`config.mk`:
```
export PLATFORM = sky130hd
export DESIGN_NAME = freq_ratio_meter
export DESIGN_NICKNAME = d
export VERILOG_FILES = /design/src/rtl/freq_ratio_meter.sv
export SDC_FILE = /design/constraint.sdc
export NUM_CORES = 1
export LEC_CHECK = 0
export CORE_AREA = 2 2 94 96
export DETAILED_ROUTE_END_ITERATION = 12
export DIE_AREA = 0 0 96 98
export SLEW_MARGIN = 20
export SYNTH_ARGS = -nofsm -noshare
export SYNTH_HDL_FRONTEND = slang
export SYNTH_SLANG_ARGS = --single-unit
```
`constraint.sdc`:
```
create_clock -name clk -period 2.28 [get_ports clk]
set_input_delay 0.342 -clock clk [delete_from_list [all_inputs] [get_ports clk]]
set_output_delay 0.342 -clock clk [all_outputs]
set_load 0.05 [all_outputs]
```
`src/rtl/freq_ratio_meter.sv`:
```
// -----------------------------------------------------------------------------
// freq_ratio_meter
//
// Measures the period and high time of a slow, asynchronous periodic signal
// in units of the system clock, and reports when the period has been stable
// for LOCK_CNT consecutive measurements.
//
// Parameters
//   CW        measurement counter width in bits
//   LOCK_CNT  consecutive equal periods needed for lock (2..15)
//
// Ports
//   clk        system clock, rising edge only
//   rst        synchronous active-high reset
//   sig_in     asynchronous slow periodic input
//   period_out clk cycles between the last two rising edges of sig_in
//   high_out   clk cycles sig_in was high within that period
//   valid      one-cycle pulse when period_out/high_out update
//   locked     LOCK_CNT consecutive measurements had the same period
//   timeout    sticky: no sig_in edge within 2^CW-1 cycles
// -----------------------------------------------------------------------------
module freq_ratio_meter #(
    parameter int CW       = 16,
    parameter int LOCK_CNT = 4
) (
    input  logic          clk,
    input  logic          rst,
    input  logic          sig_in,
    output logic [CW-1:0] period_out,
    output logic [CW-1:0] high_out,
    output logic          valid,
    output logic          locked,
    output logic          timeout
);

    localparam logic [CW-1:0] CNT_MAX  = {CW{1'b1}};
    localparam logic [CW-1:0] CNT_ONE  = CW'(1);
    localparam logic [3:0]    LOCK_THR = 4'(LOCK_CNT - 1);

    typedef enum logic [1:0] {
        IDLE = 2'd0,
        HIGH = 2'd1,
        LOW  = 2'd2
    } state_t;

    logic          sync1_r;
    logic          sync2_r;
    logic          hist_r;
    state_t        state_r;
    logic [CW-1:0] cnt_r;
    logic [CW-1:0] high_cap_r;
    logic [CW-1:0] period_r;
    logic [CW-1:0] high_r;
    logic          valid_r;
    logic          locked_r;
    logic          timeout_r;
    logic          prev_ok_r;   // period_r holds a comparable previous period
    logic [3:0]    match_r;

    logic          rise_det_s;
    logic          fall_det_s;
    logic          sat_s;
    logic          same_s;
    logic [CW-1:0] cnt_inc_s;
    logic [3:0]    match_next_s;

    // Edge detection, saturation and lock-match arithmetic.
    always_comb begin
        rise_det_s = sync2_r & ~hist_r;
        fall_det_s = ~sync2_r & hist_r;
        sat_s      = (cnt_r == CNT_MAX);
        cnt_inc_s  = sat_s ? cnt_r : (cnt_r + CNT_ONE);
        same_s     = prev_ok_r && (cnt_r == period_r);
        if (same_s) begin
            if (match_r == 4'hF) begin
                match_next_s = match_r;
            end else begin
                match_next_s = match_r + 4'd1;
            end
        end else begin
            match_next_s = 4'd0;
        end
    end

    // Two-flop synchronizer plus one history flop for edge detection.
    always_ff @(posedge clk) begin
        if (rst) begin
            sync1_r <= 1'b0;
            sync2_r <= 1'b0;
            hist_r  <= 1'b0;
        end else begin
            sync1_r <= sig_in;
            sync2_r <= sync1_r;
            hist_r  <= sync2_r;
        end
    end

    // Measurement FSM with registered outputs and lock tracking.
    always_ff @(posedge clk) begin
        if (rst) begin
            state_r    <= IDLE;
            cnt_r      <= '0;
            high_cap_r <= '0;
            period_r   <= '0;
            high_r     <= '0;
            valid_r    <= 1'b0;
            locked_r   <= 1'b0;
            timeout_r  <= 1'b0;
            prev_ok_r  <= 1'b0;
            match_r    <= 4'd0;
        end else begin
            valid_r <= 1'b0;
            case (state_r)
                IDLE: begin
                    // A fall here is meaningless: no measurement is running.
                    if (rise_det_s) begin
                        state_r   <= HIGH;
                        cnt_r     <= CNT_ONE;
                        timeout_r <= 1'b0;
                    end
                end
                HIGH: begin
                    // Saturation is checked first so it wins over any edge.
                    if (sat_s) begin
                        timeout_r <= 1'b1;
                        locked_r  <= 1'b0;
                        match_r   <= 4'd0;
                        prev_ok_r <= 1'b0;
                        state_r   <= IDLE;
                    end else if (fall_det_s) begin
                        high_cap_r <= cnt_r;
                        cnt_r      <= cnt_inc_s;
                        state_r    <= LOW;
                    end else begin
                        cnt_r <= cnt_inc_s;
                    end
                end
                LOW: begin
                    if (sat_s) begin
                        timeout_r <= 1'b1;
                        locked_r  <= 1'b0;
                        match_r   <= 4'd0;
                        prev_ok_r <= 1'b0;
                        state_r   <= IDLE;
                    end else if (rise_det_s) begin
                        period_r  <= cnt_r;
                        high_r    <= high_cap_r;
                        valid_r   <= 1'b1;
                        cnt_r     <= CNT_ONE;
                        state_r   <= HIGH;
                        prev_ok_r <= 1'b1;
                        match_r   <= match_next_s;
                        locked_r  <= (match_next_s >= LOCK_THR);
                    end else begin
                        cnt_r <= cnt_inc_s;
                    end
                end
                default: begin
                    state_r <= IDLE;
                end
            endcase
        end
    end

    assign period_out = period_r;
    assign high_out   = high_r;
    assign valid      = valid_r;
    assign locked     = locked_r;
    assign timeout    = timeout_r;

endmodule
```
After elaboration in Yosys (flattened, before gate mapping)
Index checks and enable logic that the tools add are counted.
{"block": "op_classes", "add_sub_neg": 2, "magnitude_cmp": 1, "n_eq_ne": 12, "mux": 27, "bitwise": 6, "reduce_logical": 12}
{"cell": "$mux 16", "n": 4}
{"cell": "$pmux 16 s3", "n": 1}
{"cell": "$mux 4", "n": 5}
{"cell": "$add 16x1->16 const B", "n": 1}
{"cell": "$eq 16x16->1", "n": 1}
{"cell": "$eq 16x16->1 const B", "n": 1}
{"cell": "$reduce_and 3->1", "n": 4}
{"cell": "$mux 1", "n": 8}
{"cell": "$mux 2", "n": 4}
{"cell": "$ne 2x2->1 const B", "n": 4}
{"cell": "$pmux 4 s2", "n": 1}
{"cell": "$ne 3x3->1 const B", "n": 2}
{"cell": "$pmux 1 s2", "n": 3}
{"cell": "$pmux 2 s3", "n": 1}
{"cell": "$add 4x1->4 const B", "n": 1}
{"cell": "$eq 4x4->1 const B", "n": 1}
{"cell": "$ge 4x2->1 const B", "n": 1}
{"cell": "$not 1->1", "n": 4}
{"cell": "$reduce_and 4->1", "n": 1}
{"cell": "$reduce_bool 2->1", "n": 2}
{"cell": "$reduce_bool 3->1", "n": 1}
{"cell": "$reduce_or 3->1", "n": 1}
{"cell": "$and 1x1->1", "n": 2}
{"cell": "$eq 2x1->1 const B", "n": 1}
{"cell": "5 further kinds", "n": 5}
{"block": "totals", "register_bits": 77, "input_bits": 3, "output_inout_bits": 35, "word_cells": 73}

Depth between registers and ports, before layout
{"block": "depth", "depth_word": 7, "mapped_depth": 8, "depth_no_buf": 6}

Worst setup path after synthesis
Ideal clock, no wire load.
{"block": "synth_timing", "kind": "register to register", "start": "reg period_r[10] (netlist: period_out[10])", "end": "reg match_r[2]", "setup_time_ns": 0.086, "arrival_time_ns": 1.885, "required_time_ns": 2.194, "slack_ns": 0.310, "path_stages_with_launch": 6, "synth_period_minus_slack_ns": 1.970, "path_cell_list": "dfxtp_1 -> xnor2_1 -> nand4_1 -> nor4_2 -> o211ai_1 -> a211oi_1"}
{"block": "synth_via", "elab_chain_len": 6}
{"element": "start: declaration", "line_no": "52", "rtl": "logic [CW-1:0] period_r;"}
{"element": "start signal: assignment", "line_no": "146", "rtl": "period_r <= cnt_r;"}
{"element": "$eq 16x16->1", "line_no": "73", "rtl": "same_s = prev_ok_r && (cnt_r == period_r);"}
{"element": "$logic_and 1x1->1", "line_no": "73"}
{"element": "$mux 4", "line_no": "74", "rtl": "if (same_s) begin"}
{"element": "$mux 4", "line_no": "145", "rtl": "end else if (rise_det_s) begin"}
{"element": "$mux 4", "line_no": "139", "rtl": "if (sat_s) begin"}
{"element": "$pmux 4 s2", "line_no": "113", "rtl": "case (state_r)"}
{"element": "end signal: assignment", "line_no": "152", "rtl": "match_r <= match_next_s;"}
{"element": "end: declaration", "line_no": "58", "rtl": "logic [3:0] match_r;"}
No other way between the ends. The select of a mux whose other input is x is not followed.
A chain may end at the register's enable or synchronous reset.

Worst setup path after layout
{"block": "layout_timing", "start": "reg state_r[1]", "end": "reg cnt_r[11]"}
{"block": "layout_via", "elab_chain_len": 3, "word_cells_on_any_way": 9}
{"element": "start: declaration", "line_no": "49", "rtl": "state_t state_r;"}
{"element": "start signal: assignment", "line_no": "101", "rtl": "state_r <= IDLE;"}
{"element": "start signal: assignment", "line_no": "117", "rtl": "state_r <= HIGH;"}
{"element": "start signal: assignment", "line_no": "129", "rtl": "state_r <= IDLE;"}
{"element": "$eq 2x1->1, or another cell as far along", "line_no": "113"}
{"element": "$ne 2x2->1 (no line) or $reduce_bool 3->1 (tied branches)"}
{"element": "$reduce_and 4->1 (no line)"}
{"element": "end signal: assignment", "line_no": "132", "rtl": "cnt_r <= cnt_inc_s;"}
{"element": "end signal: assignment", "line_no": "135", "rtl": "cnt_r <= cnt_inc_s;"}
{"element": "end signal: assignment", "line_no": "155", "rtl": "cnt_r <= cnt_inc_s;"}
{"element": "end: declaration", "line_no": "50", "rtl": "logic [CW-1:0] cnt_r;"}
Parallel ways exist; a longest one is shown, timed or not.

==> results.ini <==
[timing]
setup_viol=0
clock_skew_ps=9.40
hold_viol=0
final.setup.worst_slack_ps=209
worst_pin_slew_ps=525
rsz0062_at_grt=no
timing.final.crit_share_pct=90.9
maxSlewViolCount=0
timing.hold.ws_ps=404
fmax_ghz=0.483
slew_headroom_pct=64.9
period_minus_slack_ps=2070
totalNegativeSetupSlack_ps=0

[drt]
ant_nets=0
routed_wl_um=8680
drc=0
viasPerCell=5.27
route.vias.total=3146
first_pass_iters=4
dr.first_iter.drc_count=134
wl_per_cell_um=14.5

[setup_path]
cp.required_ps=2560
path_cells=inv_1 -> ha_1 -> a21oi_2 -> o21ai_4 -> or4_1 -> a21oi_1
crit_type=register to register
crit_fanout=12
cp_slowest_cell=or4_1
cp-start-kind=register
critPathMaxStageDelay_ps=530
end_kind=register
worstPathArrival_ps=2350

[hold_path]
min_path_type=primary input to register

[synthesis]
synth_top_area_share_pct=44.1
synth_nets=446
synth_cell_types=46
ys_seq_elements=77
synth_top_area_cell=dfxtp_1
yosysWarnings=0
synth_area_um2=3500
synth_area_leaders=dfxtp_1 44%, nand2_1 12%, a21oi_1 9.9%
ys_seq_area_share_pct=44.1
async_flop_share_pct=0
synth_edf_count=0
synth.most_common_cell=nand2_1
netlist_top_cells_count=109 x nand2_1, 77 x dfxtp_1, 69 x a21oi_1, 21 x nor2_1, 16 x xnor2_1
synth_cells=437
ys.flop_type=dfxtp_1
avgSynthCellArea_um2=8.01

[die]
die_area_um2=9410
die_h_um=98
rows=34
start_util_pct=41.3
ios=38
dieWidth_um=96
core-area_um2=8470

[placement]
port_buffers=37
placedCellCount=582
dp_hpwl_um=6110
gp_congestion=0.910
post-place-ws_ps=239

[clock_network]
cts_resized=0
postCtsHoldBufs=0
clk_latency_ps=350
postCtsSetupBuffers=0
clock_path_buffers=2
clock-sinks=77
path_clk_slew_ps=80
cts_buffers=9
cts_root_buf=clkbuf_8
cts.htree.levels=3
cts_tree=done

[global_routing]
grt_pass1_wl_um=14200
antenna_found_initial=0
grt_use_total_pct=19.3
grt_max_degree=41
gr-total-overflow=0
grt_pass1_vias=2937

[flow_run]
max-cap-violations=0

[status]
status=finished, final reports clean

[final_layout]
antenna_cells=0
drive_above_1_share_pct=12.1
finalNonFillerCells=597
areaGrowthSynthToFinish_pct=21.7
fillCellCount=841
final_nets=494

[power_and_ir_drop]
power_density_nw_per_um2=564
total_leakage_power_nw=1.39
vdd_drop_max_uv=287

## through the flow
stage	instance area (um2)	power, W	utilization [%]
2_1_floorplan	3500	0.00146	-
3_3_place_gp	4080	0.00149	48.2
3_5_place_dp	4080	0.00149	48.2
4_1_cts	4260	0.00242	50.3
5_1_grt	4260	0.00249	50.3
6_report	4260	0.00240	50.3
## worst paths after layout
check	depth (start not counted)	endpoint	slack (ps)	from
max	6	cnt_r[11]	210	state_r[1]
min	2	sync2_r	400	rst
max reg2reg	6	cnt_r[11]	210	state_r[1]
min reg2reg	1	sync2_r	450	sync1_r
## worst max-delay path: cells and delay by family, from the launching register on
family                     cells  cell delay, ps
and+or+nand+nor                1             530
AOI/OAI and AO/OA              3             720
adders and majority gates      1             250
DFF                            1             410
buffers and inverters          1             100
## cell families after synthesis
family | Yosys count | share of synthesized area, %
fa+ha+maj | 6 | 2.15
xor+xnor | 19 | 4.76
buf+inv | 37 | 5.08
mux | 1 | 0.322
flops | 77 | 44.1
compound gates | 105 | 17.6
simple gates | 192 | 26.1
## power by group
part | internal [W] | switching, W | total, W | leakage (nW)
clock network | 0.000421 | 0.000525 | 0.000946 | 0.0808
registers | 0.00135 | 0.00000371 | 0.00135 | 0.621
logic | 0.0000322 | 0.0000706 | 0.000103 | 0.684
total | 0.00180 | 0.000599 | 0.00240 | 1.39
## layout by cell type, fill, tap and decap left out, drive strengths merged, types with 2 or more instances in the layout
| cell type | Yosys | layout |
|---|---|---|
| clkbuf | 15 | 10 |
| nor2b | 4 | 4 |
| clkinvlp | 0 | 3 |
| nand2b | 4 | 4 |
| nor3 | 10 | 10 |
| buf | 14 | 30 |
| a211oi | 2 | 2 |
| o31ai | 3 | 3 |
| or3 | 2 | 2 |
| xnor2 | 16 | 16 |
| and3 | 4 | 4 |
| nor4 | 4 | 4 |
| dfxtp | 77 | 77 |
| a21oi | 70 | 70 |
| ha | 6 | 6 |
| or4 | 7 | 7 |
| xor2 | 3 | 3 |
| or2 | 2 | 2 |
| o21a | 2 | 2 |
| o211ai | 5 | 5 |
| nand4 | 7 | 7 |
| o21ai | 14 | 14 |
| nor2 | 21 | 21 |
| inv | 8 | 9 |
| a31oi | 3 | 3 |
| nand4b | 4 | 4 |
| nand3 | 11 | 11 |
| nand2 | 109 | 109 |
| clkdlybuf4s50 | 0 | 36 |
## sequential cells by signal, indices dropped and copies added, names as in the netlist, 2 cells and up
register / flops
state_r: 2
match_r: 4
cnt_r: 16
period_out: 16
high_out: 16
high_cap_r: 16
## layout make-up
type                    instances  area (um2)  area share (%)
multi-input cells             323        1780            41.8
flip-flops and latches         77        1540            36.2
repair buffers                 66         596            14.0
clock buffers                  10         138            3.23
well taps                     108         135            3.17
clock inverters                 5        36.3           0.852
inverters                       8        30.0           0.705
## per-layer routing
metal	wire length (um)	track usage [%]	share of wire (%)	up-vias
met5	0	0	0	-
met2	4210	31.2	48	77
met3	435	4.32	5.0	12
met4	91	6.15	1.0	0
li1	-	-	-	1584
met1	3940	25.4	45	1473
Power figures use the tool's default switching activity.
